[src/rtl/spart_mem_ctrl.sv]
// SPART command front-end: 'R'/'W' byte commands become 32-bit memory accesses; replies go back as bytes.
// Optional inter-byte timeout in ADDR/DATA is built only when SPART_CTRL_TIMEOUT_EN is defined.
module spart_mem_ctrl #(
  parameter int TIMEOUT_CYC = 1000000
) (
  input  logic        clk,
  input  logic        rst,
  input  logic        rx_valid,
  input  logic [7:0]  rx_data,
  output logic        tx_valid,
  output logic [7:0]  tx_data,
  input  logic        tx_ready,
  output logic        mem_req,
  output logic        mem_we,
  output logic [31:0] mem_addr,
  output logic [31:0] mem_wdata,
  input  logic [31:0] mem_rdata,
  input  logic        mem_ack,
  output logic        busy,
  output logic        err
);

  typedef enum logic [2:0] {
    IDLE,
    ADDR,
    DATA,
    MEM,
    TX
  } state_t;

  localparam logic [7:0] CMD_READ  = 8'h52;
  localparam logic [7:0] CMD_WRITE = 8'h57;
  localparam logic [7:0] RSP_BAD   = 8'hEE;
  localparam logic [7:0] RSP_WACK  = 8'hA5;

  state_t      r_state;
  logic [1:0]  r_byte_cnt;
  logic [1:0]  r_tx_last;
  logic [31:0] r_tx_buf;
  logic        w_collecting;

  assign w_collecting = (r_state == ADDR) || (r_state == DATA);

`ifdef SPART_CTRL_TIMEOUT_EN
  localparam logic [19:0] TIMEOUT_LAST = 20'(TIMEOUT_CYC - 1);

  logic [19:0] r_timeout;
  logic        w_timeout_hit;

  assign w_timeout_hit = w_collecting && !rx_valid && (r_timeout == TIMEOUT_LAST);

  // Counts idle cycles between command bytes; any received byte restarts it.
  always_ff @(posedge clk or negedge rst) begin
    if (!rst) begin
      r_timeout <= '0;
    end else if (w_collecting && !rx_valid) begin
      r_timeout <= r_timeout + 20'd1;
    end else begin
      r_timeout <= '0;
    end
  end
`endif

  always_ff @(posedge clk or negedge rst) begin
    if (!rst) begin
      r_state    <= IDLE;
      r_byte_cnt <= '0;
      r_tx_last  <= '0;
      r_tx_buf   <= '0;
      tx_valid   <= 1'b0;
      tx_data    <= '0;
      mem_req    <= 1'b0;
      mem_we     <= 1'b0;
      mem_addr   <= '0;
      mem_wdata  <= '0;
      busy       <= 1'b0;
      err        <= 1'b0;
    end else begin
      case (r_state)
        IDLE: begin
          if (rx_valid) begin
            r_byte_cnt <= '0;
            busy       <= 1'b1;
            if (rx_data == CMD_READ) begin
              mem_we  <= 1'b0;
              r_state <= ADDR;
            end else if (rx_data == CMD_WRITE) begin
              mem_we  <= 1'b1;
              r_state <= ADDR;
            end else begin
              tx_data   <= RSP_BAD;
              tx_valid  <= 1'b1;
              r_tx_last <= 2'd0;
              err       <= 1'b1;
              r_state   <= TX;
            end
          end
        end

        ADDR: begin
`ifdef SPART_CTRL_TIMEOUT_EN
          if (w_timeout_hit) begin
            err     <= 1'b1;
            busy    <= 1'b0;
            r_state <= IDLE;
          end else
`endif
          if (rx_valid) begin
            // Shifting in from the top leaves the first (LSB) byte at [7:0] after four bytes.
            mem_addr   <= {rx_data, mem_addr[31:8]};
            r_byte_cnt <= r_byte_cnt + 2'd1;
            if (r_byte_cnt == 2'd3) begin
              if (mem_we) begin
                r_state <= DATA;
              end else begin
                mem_req <= 1'b1;
                r_state <= MEM;
              end
            end
          end
        end

        DATA: begin
`ifdef SPART_CTRL_TIMEOUT_EN
          if (w_timeout_hit) begin
            err     <= 1'b1;
            busy    <= 1'b0;
            r_state <= IDLE;
          end else
`endif
          if (rx_valid) begin
            mem_wdata  <= {rx_data, mem_wdata[31:8]};
            r_byte_cnt <= r_byte_cnt + 2'd1;
            if (r_byte_cnt == 2'd3) begin
              mem_req <= 1'b1;
              r_state <= MEM;
            end
          end
        end

        MEM: begin
          if (rx_valid) begin
            err <= 1'b1;
          end
          if (mem_ack) begin
            mem_req    <= 1'b0;
            tx_valid   <= 1'b1;
            r_byte_cnt <= '0;
            r_state    <= TX;
            if (mem_we) begin
              tx_data   <= RSP_WACK;
              r_tx_last <= 2'd0;
            end else begin
              tx_data   <= mem_rdata[7:0];
              r_tx_buf  <= mem_rdata;
              r_tx_last <= 2'd3;
            end
          end
        end

        TX: begin
          if (rx_valid) begin
            err <= 1'b1;
          end
          // Next byte is loaded on the accepting edge so the transmitter sees no gap.
          if (tx_valid && tx_ready) begin
            if (r_byte_cnt == r_tx_last) begin
              tx_valid <= 1'b0;
              busy     <= 1'b0;
              r_state  <= IDLE;
            end else begin
              r_byte_cnt <= r_byte_cnt + 2'd1;
              tx_data    <= r_tx_buf[15:8];
              r_tx_buf   <= {8'h00, r_tx_buf[31:8]};
            end
          end
        end

        default: begin
          tx_valid <= 1'b0;
          mem_req  <= 1'b0;
          busy     <= 1'b0;
          r_state  <= IDLE;
        end
      endcase
    end
  end

endmodule

[config.mk]
export PLATFORM = sky130hd
export DESIGN_NAME = spart_mem_ctrl
export DESIGN_NICKNAME = d
export VERILOG_FILES = /design/src/rtl/spart_mem_ctrl.sv
export SDC_FILE = /design/constraint.sdc
export NUM_CORES = 1
export LEC_CHECK = 0
export ABC_AREA = 1
export BUFFER_PORTS_ARGS = -buffer_cell sky130_fd_sc_hd__buf_2
export CORE_UTILIZATION = 45
export DETAILED_ROUTE_END_ITERATION = 10
export PLACE_DENSITY = 0.69
export SETUP_SLACK_MARGIN = 0.4
export SLEW_MARGIN = 20
export SYNTH_ARGS = -nofsm -noshare
export SYNTH_HDL_FRONTEND = slang
export SYNTH_SLANG_ARGS = --single-unit
[constraint.sdc]
create_clock -name clk -period 2.05 [get_ports clk]
set_clock_uncertainty 0.2 [all_clocks]
set_input_delay 0.41 -clock clk [delete_from_list [all_inputs] [get_ports clk]]
set_output_delay 0.41 -clock clk [all_outputs]
set_load 0.005 [all_outputs]
======== After elaboration in Yosys (flattened, before gate mapping) ========
Cells that the tools add are included.
word-level totals
  register bits ........................... 116
  input bits .............................. 45
  output and inout bits ................... 77
  logic and storage cells ................. 119
operators by class
  add/sub/neg operators ................... 1
  eq/ne operators ......................... 23
  multiplexer cells ....................... 56
  bitwise operators ....................... 3
  reductions and logical operators ........ 24
operators by type and width
  cell                                                             number
  32-bit two-way mux                                               4
  32-bit one-hot mux with 2 select lines                           1
  8-bit two-way mux                                                7
  3-bit two-way mux                                                10
  8-bit one-hot mux with 3 select lines                            1
  2-bit != test, second input constant                             11
  7-bit AND reduction                                              3
  2-bit two-way mux                                                10
  8-bit by 7-bit == test with 1-bit output, second input constant  2
  1-bit two-way mux                                                16
  3-bit one-hot mux with 5 select lines                            1
  5-bit AND reduction                                              3
  2-bit by 1-bit != test with 1-bit output, second input constant  4
  1-bit one-hot mux with 4 select lines                            2
  2-bit one-hot mux with 4 select lines                            1
  8-bit AND reduction                                              1
  2-bit nonzero test                                               4
  3-bit by 2-bit == test with 1-bit output, second input constant  2
  6-bit AND reduction                                              1
  2-bit OR reduction                                               3
  2-bit one-hot mux with 2 select lines                            1
  2-bit AND reduction                                              2
  4-bit AND reduction                                              1
  4-bit nonzero test                                               1
  13 further kinds                                                 15

======== Depth between registers and ports, before layout ========
Gate-level depths: netlist of run 1.
  word-level depth ........................ 5
  depth in mapped cells ................... 11
  depth with buffers taken out ............ 9

======== Worst setup path before layout of run 1 ========
Ideal clock, no wire load.
  path type ............................... flip-flop to flip-flop
  start ................................... register r_state[0]
  end ..................................... register r_tx_buf[26]
  library setup time ...................... 117 ps
  arrival ................................. 1399 ps
  required time ........................... 1733 ps
  setup slack ............................. 334 ps
  cell stages (with the launch flop) ...... 11
  buffers on the path ..................... 2
  period minus slack after synthesis ...... 1716 ps
  cells stage by stage .................... dfrtp_1 inv_1 nand2_4 nor2_4 buf_6 inv_2 a21oi_4 nand2_4 buf_6 nand2_2 o21ai_2
between the ends
  longest elaborated chain between the ends .. 3
  elaborated cells between the ends (all ways) .. 9
  those cells by class .................... eq/ne: 6; mux: 1; reduce/logical: 2
ends and longest elaborated chain
  what                                                                       RTL line  RTL
  start: declaration                                                         36        state_t r_state;
  start signal: assignment                                                   66        r_state <= IDLE;
  start signal: assignment                                                   86        r_state <= ADDR;
  start signal: assignment                                                   89        r_state <= ADDR;
  3-bit == test or 3-bit by 2-bit == test with 1-bit output (tied branches)  79        case (r_state)
  2-bit != test (no source line) or 2-bit nonzero test (tied branches)       --
  5-bit AND reduction (no source line)                                       --
  end signal: assignment                                                     155       r_tx_buf <= mem_rdata;
  end signal: assignment                                                     174       r_tx_buf <= {8'h00, r_tx_buf[31:8]};
  end: declaration                                                           39        logic [31:0] r_tx_buf;
Several ways; a longest one is shown, not always the timed one.
A chain may end at the register's enable or synchronous reset.

======== Worst setup path in the final report of run 1 ========
  start ................................... register r_state[0]
  end ..................................... register r_tx_buf[12]
The elaborated chain is that of the path after synthesis.

==> flow_summary.json, run 1 <==
{
  "rsz0062_at_grt": "yes",
  "num_io_pins": 122,
  "swShare_pct": 40.4,
  "synth_cell_type_count": 25,
  "critical_path.endpoint_type": "register",
  "area_overhead_vs_synth_pct": 30.0,
  "max-cap-violations": 0,
  "placement.io_buffers": 121,
  "ys_seq_elements": 107,
  "vias_per_cell": 4.95,
  "synth.top_cells.by_area": "sky130_fd_sc_hd__dfrtp_1, sky130_fd_sc_hd__nand2_1, sky130_fd_sc_hd__o21ai_0, sky130_fd_sc_hd__nand3_1, sky130_fd_sc_hd__mux2_2",
  "largest_area_contributor_in_the_synthesized_netlist": "sky130_fd_sc_hd__dfrtp_1",
  "critical-path-slowest-cell": "sky130_fd_sc_hd__dfrtp_1",
  "fp.dieH_um": 105,
  "timing.final.crit_share_pct": 89.9,
  "initial_utilization_pct": 46.3,
  "net-switching-power_mw": 3.97,
  "overflow": 0,
  "syn_area_um2": 4780,
  "run_status": "finished, final reports clean",
  "grt_pass1_vias": 3965,
  "critical_path.max_fanout": 16,
  "finalWorstSetupSlack_ps": 206,
  "report.final.slew_viol_count": 0,
  "ctsHtreeMaxLevel": 3,
  "n_antenna_cell": 0,
  "core.rowCount": 37,
  "synth.avg_cell_area_um2": 8.70,
  "max-slew-margin-rel_pct": 78.3,
  "cpPeakStageDelay_ps": 430,
  "power_frac_seq_pct": 38.3,
  "post-place-ws_ps": 131,
  "syn-instance-count": 549,
  "holdCritPathClass": "input pin to register",
  "final_power_mw": 9.83,
  "synth.top_cells.by_count": "sky130_fd_sc_hd__nand2_1, sky130_fd_sc_hd__dfrtp_1, sky130_fd_sc_hd__o21ai_0, sky130_fd_sc_hd__inv_1, sky130_fd_sc_hd__nand3_1",
  "grt_start_max_net_pins": 57,
  "p_int_mw": 5.86,
  "worstMarginPinSlew_ps": 324,
  "p_leak_nw": 3.39,
  "p_clk_share_pct": 14.6,
  "root_buffer": "sky130_fd_sc_hd__clkbuf_8",
  "post-synth-top-area-fraction_pct": 56.1,
  "path_cells": "inv_2 > nand2_4 > nor2_4 > buf_6 > inv_8 > a21oi_4 > buf_6 > nand2_8 > nand2_1 > nand2_1",
  "setup_violations": 0,
  "fmax_mhz": 542,
  "via_count": 4106,
  "ys_async_sr_fraction_pct": 100,
  "clk_latency_ps": 380,
  "detailed_place_hpwl_mm": 7.51,
  "critPathArrivalTime_ps": 1910,
  "core_um2": 10300,
  "count_of_flip_flops_with_a_built_in_enable_after_synthesis": 0,
  "dieWidth_um": 105,
  "crit_path_start_kind": "register",
  "drt_iter0_drc": 235,
  "synth.most_common_cell": "sky130_fd_sc_hd__nand2_1",
  "routed_wire_length_per_instance_um": 14.0,
  "dieArea_um2": 11000,
  "fin_util_pct": 60.2,
  "routabilityCongestion": 0.846,
  "drc_errors": 0,
  "irDropWorstVdd_uv": 642,
  "clkSinkCount": 107,
  "grt.total_usage_pct": 21.4,
  "cts_tree": "built",
  "criticalPathCategory": "register to register",
  "nets": 734,
  "firstDrtPassIters": 4,
  "layout-drive-gt1-share_pct": 34.3,
  "postLayoutCellArea_um2": 6210,
  "ys_warn_count": 0,
  "grt_pass1_wl_mm": 18.5,
  "synth_fp_nets": 595,
  "antenna_left": 0,
  "ys_dominant_reg_cell": "sky130_fd_sc_hd__dfrtp_1",
  "pwr-share-comb_pct": 47.2,
  "hold_viol_final": 0,
  "postPlaceCellArea_um2": 5530,
  "timing.final.crit_period_ps": 1840,
  "final.setup.tns_ps": 0,
  "clock_path_buffers": 2,
  "synth_seq_area_share_pct": 56.1,
  "antenna_found_initial": 0,
  "powerDensity_nw_per_um2": 1580,
  "cp_data_required_time_ps": 2110,
  "numCtsBuffers": 9,
  "drt_wl_total_mm": 11.6,
  "clk_pin_slew_ps": 100
}
[state kept, by name, indices dropped and copies added (netlist names)]
register,count
mem_we,1
tx_data,8
tx_valid,1
r_tx_buf,24
busy,1
mem_req,1
mem_addr,32
r_tx_last,1
r_state,3
err,1
mem_wdata,32
r_byte_cnt,2
[power groups by stage]
stage                     combinational, mW  clock, mW  sequential (mW)
after floorplan                        2.48          0             3.73
after global placement                 3.63          0             3.73
after detailed placement               3.75          0             3.77
after CTS                              4.23       1.47             3.73
after global routing                   5.19       1.57             3.89
final                                  4.64       1.43             3.77
[logic make-up after synthesis]
logic type | Yosys count | synth area share, %
adder cells (fa/ha/maj) | 1 | 0.262
flip-flops | 107 | 56.1
AND/OR/NAND/NOR | 284 | 24.7
multiplexers | 16 | 3.77
buffers and inverters | 68 | 6.50
AO/OA/AOI/OAI | 73 | 8.67
[per-layer routing]
layer	routed length, µm	GRT usage (%)
met1	4950	27.7
met2	5710	35.0
met4	319	10.5
met5	0	0
met3	625	3.43
[per-stage QoR]
stage,instances,hold WS [ps]
after floorplan,549,-85.6
after global placement,791,100
after detailed placement,791,102
after CTS,824,67.3
after global routing,829,82.3
final,829,79.2
[layout by cell type, fill, tap and decap left out, types with 15 or more instances in the layout]
cell / instances
sky130_fd_sc_hd__nor2_1: 24
sky130_fd_sc_hd__o21ai_0: 38
sky130_fd_sc_hd__mux2_2: 16
sky130_fd_sc_hd__inv_1: 40
sky130_fd_sc_hd__nand3_1: 31
sky130_fd_sc_hd__nand2_1: 190
sky130_fd_sc_hd__buf_2: 120
sky130_fd_sc_hd__dfrtp_1: 105
sky130_fd_sc_hd__a21oi_1: 16
sky130_fd_sc_hd__nand2_2: 15
[path summary, 6_finish.rpt]
kind / from / endpoint / slack [ps] / cells after the start
max: r_state[0]$_DFFE_PN0P_ / r_tx_buf[12]$_DFFE_PN0P_ / 210 / 10
min: mem_rdata[29] / r_tx_buf[29]$_DFFE_PN0P_ / 80 / 3
max reg2reg: r_state[0]$_DFFE_PN0P_ / r_tx_buf[12]$_DFFE_PN0P_ / 210 / 10
min reg2reg: err$_DFFE_PN0P_ / err$_DFFE_PN0P_ / 280 / 2
max in group asynchronous: rst / mem_addr[31]$_DFFE_PN0P_ / 850 / 3
min in group asynchronous: rst / mem_wdata[9]$_DFFE_PN0P_ / 240 / 2
[worst max-delay path, delay by kind of cell, from the launching register on]
| family | cells | cell delay (ps) |
|---|---|---|
| AND/OR/NAND/NOR | 5 | 500 |
| flip-flops | 1 | 430 |
| buffers and inverters | 4 | 460 |
| AO/OA/AOI/OAI | 1 | 130 |
[area by class of cell]
class	count	area [µm²]
Clock buffer	9	124
Timing Repair Buffer	149	997
Multi-Input combinational cell	375	1950
Clock inverter	7	98.8
Sequential cell	107	2680
Timing Repair inverter	1	6.26
Fill cell	868	4110
Tap cell	136	170
Inverter	45	181
[what timing repair did]
action,4_1_cts,5_1_grt
cloned,4,1
gates resized for setup,22,38
hold endpoints to repair,43,0
endpoints found under the setup margin,46,92
setup buffers,12,4
pin swaps,4,15
hold buffers,1,0
Power figures use the tool's default switching activity.
==> run 2: changes to the inputs <==
Clock period 2.05 ns to 1.7 ns, I/O delays scaled along.
==> run 2 against run 1 <==
The run now ends with setup timing left; first-iteration DRC count fell by 17%; final cell count up 8.3%; critical path depth decreased by 1; design area rose by 9.0%; critical path type unchanged; largest power group unchanged; highest routed layer unchanged.
==> flow_summary.json, run 2 (synthesis gave the netlist of run 1 again) <==
{
  "run_status": "complete, but fails checks",
  "failed_checks": "setup timing",
  "seqCellArea_um2": 2680,
  "critical_path.max_fanout": 8,
  "cp.buffers_inverters": 3,
  "p_leak_nw": 3.75,
  "via_count": 4368,
  "timing.final.crit_share_pct": 104,
  "overflow": 0,
  "final_power_mw": 12.7,
  "max-slew-margin-rel_pct": 76.0,
  "detailed_place_hpwl_mm": 7.95,
  "fmax_mhz": 565,
  "layout_commonest_cell": "sky130_fd_sc_hd__nand2_1",
  "vias_per_cell": 4.86,
  "worstMarginPinSlew_ps": 359,
  "area_overhead_vs_synth_pct": 41.8,
  "max-cap-violations": 0,
  "cts_tree": "built",
  "powerDensity_nw_per_um2": 1880,
  "leading_cell_types_in_the_layout_fill_and_taps_excluded": "sky130_fd_sc_hd__nand2_1, sky130_fd_sc_hd__buf_2, sky130_fd_sc_hd__dfrtp_1",
  "clk_pin_slew_ps": 100,
  "critical_path.reg2reg.startpoint": "r_state[0]$_DFFE_PN0P_",
  "routed_wire_length_per_instance_um": 13.6,
  "routabilityCongestion": 0.855,
  "initial_utilization_pct": 46.3,
  "fp.dieH_um": 105,
  "report.final.slew_viol_count": 0,
  "grt.total_usage_pct": 22.1,
  "biggestRegsByFlops": "mem_addr: 32 flops, mem_wdata: 32 flops, r_tx_buf: 24 flops",
  "criticalPathCategory": "register to register",
  "timing.final.crit_period_ps": 1770,
  "clk_latency_ps": 370,
  "grt_pass1_wl_mm": 19.2,
  "critical_path.endpoint_type": "register",
  "root_buffer": "sky130_fd_sc_hd__clkbuf_8",
  "critPathArrivalTime_ps": 1830,
  "setup_violations": 30,
  "core.rowCount": 37,
  "dieArea_um2": 11000,
  "clock_path_buffers": 2,
  "core_um2": 10300,
  "min_from": "mem_rdata[26]",
  "grt_start_max_net_pins": 41,
  "critical-path-slowest-cell": "sky130_fd_sc_hd__dfrtp_1",
  "num_io_pins": 122,
  "drc_errors": 0,
  "fin_cells": 898,
  "postLayoutCellArea_um2": 6770,
  "path_cells": "inv_2 > nand2_4 > nor2_4 > inv_4 > a21oi_4 > buf_12 > nand2_4 > nand2_1 > nand2_1",
  "fin_util_pct": 65.6,
  "antenna_left": 0,
  "crit_path_start_kind": "register",
  "irDropWorstVdd_uv": 795,
  "holdCritPathClass": "input pin to register",
  "critPathTopFamily": "simple AND/OR/NAND/NOR gates",
  "clkSinkCount": 107,
  "ctsHtreeMaxLevel": 3,
  "multiInputGateArea_um2": 2000,
  "timing.hold.ws_ps": 17.8,
  "drt_iter0_drc": 194,
  "dieWidth_um": 105,
  "rsz0062_at_grt": "yes",
  "firstDrtPassIters": 4,
  "grt_pass1_vias": 4028,
  "antenna_found_initial": 0,
  "cpPeakStageDelay_ps": 420,
  "crit_start": "r_state[0]$_DFFE_PN0P_",
  "placement.io_buffers": 121,
  "cp_data_required_time_ps": 1770,
  "post-place-cells": 819,
  "postPlaceCellArea_um2": 5830,
  "n_antenna_cell": 0,
  "hold_viol_final": 0,
  "finalWorstSetupSlack_ps": -68.8,
  "nets": 803,
  "numCtsBuffers": 9,
  "layout-drive-gt1-share_pct": 40.8,
  "drt_wl_total_mm": 12.2,
  "fillerInstances": 813
}
-- run 2: cell types whose count changed in the layout (fill, tap and decap cells not counted), sizes merged --
cell and delta:
clkbuf +2, nand2 +1, buf +66, bufinv -2, dlygate4sd3 +2, clkinv +1, clkinvlp -1
-- run 2: per-layer routing --
metal  global-route usage (%)  part of all wire [%]  up-vias
met5                        0                     0        -
met4                     5.33                   1.0        0
met3                     4.62                   5.8       11
met2                     37.6                    51      136
met1                     29.0                    42     2063
li1                         -                     -     2158
-- run 2: final timing paths --
path / slack (ps) / cells after the start / end
worst max-delay path: -70 / 9 / r_tx_buf[13]$_DFFE_PN0P_
worst min-delay path: 20 / 3 / r_tx_buf[26]$_DFFE_PN0P_
worst max register to register: -70 / 9 / r_tx_buf[13]$_DFFE_PN0P_
worst min register to register: 280 / 2 / tx_data[0]$_DFFE_PN0P_
max in group asynchronous: 600 / 3 / tx_data[0]$_DFFE_PN0P_
min in group asynchronous: 190 / 2 / mem_wdata[15]$_DFFE_PN0P_
-- run 2: what timing repair did --
action,4_1_cts,5_1_grt
gates resized for setup,24,17
pin swaps,3,12
setup buffers,9,45
setup endpoints to repair,184,184
hold buffers,1,2
cloned,3,3
hold endpoints to repair,102,2
-- run 2: worst reg2reg max path: cells and delay by family, from the launching register on --
family	cells	cell delay (ps)
AOI/OAI and AO/OA	1	190
buffers and inverters	3	340
DFF	1	420
and+or+nand+nor	5	520
-- run 2: where the power goes --
group          total (mW)  internal [mW]  switching, mW
clock network        1.57          0.622          0.947
registers            4.48           3.74          0.744
logic                6.68           3.31           3.37
-- run 2: final cells by class --
| class | instances | area share (%) |
|---|---|---|
| tap | 136 | 2.51 |
| clock buffer | 10 | 2.03 |
| timing repair buffer | 218 | 22.7 |
| clock inverter | 6 | 0.998 |
| sequential | 107 | 39.6 |
| inverter | 45 | 2.61 |
| multi-input combinational | 376 | 29.6 |
-- run 2: metrics by stage --
step | worst slack [ps] | setup TNS [ps]
6_report | -68.8 | -1090
5_1_grt | -128 | -4550
4_1_cts | -7.68 | -29.7
3_5_place_dp | -132 | -1830
3_3_place_gp | -109 | -882
2_1_floorplan | -9.21 | -55.2
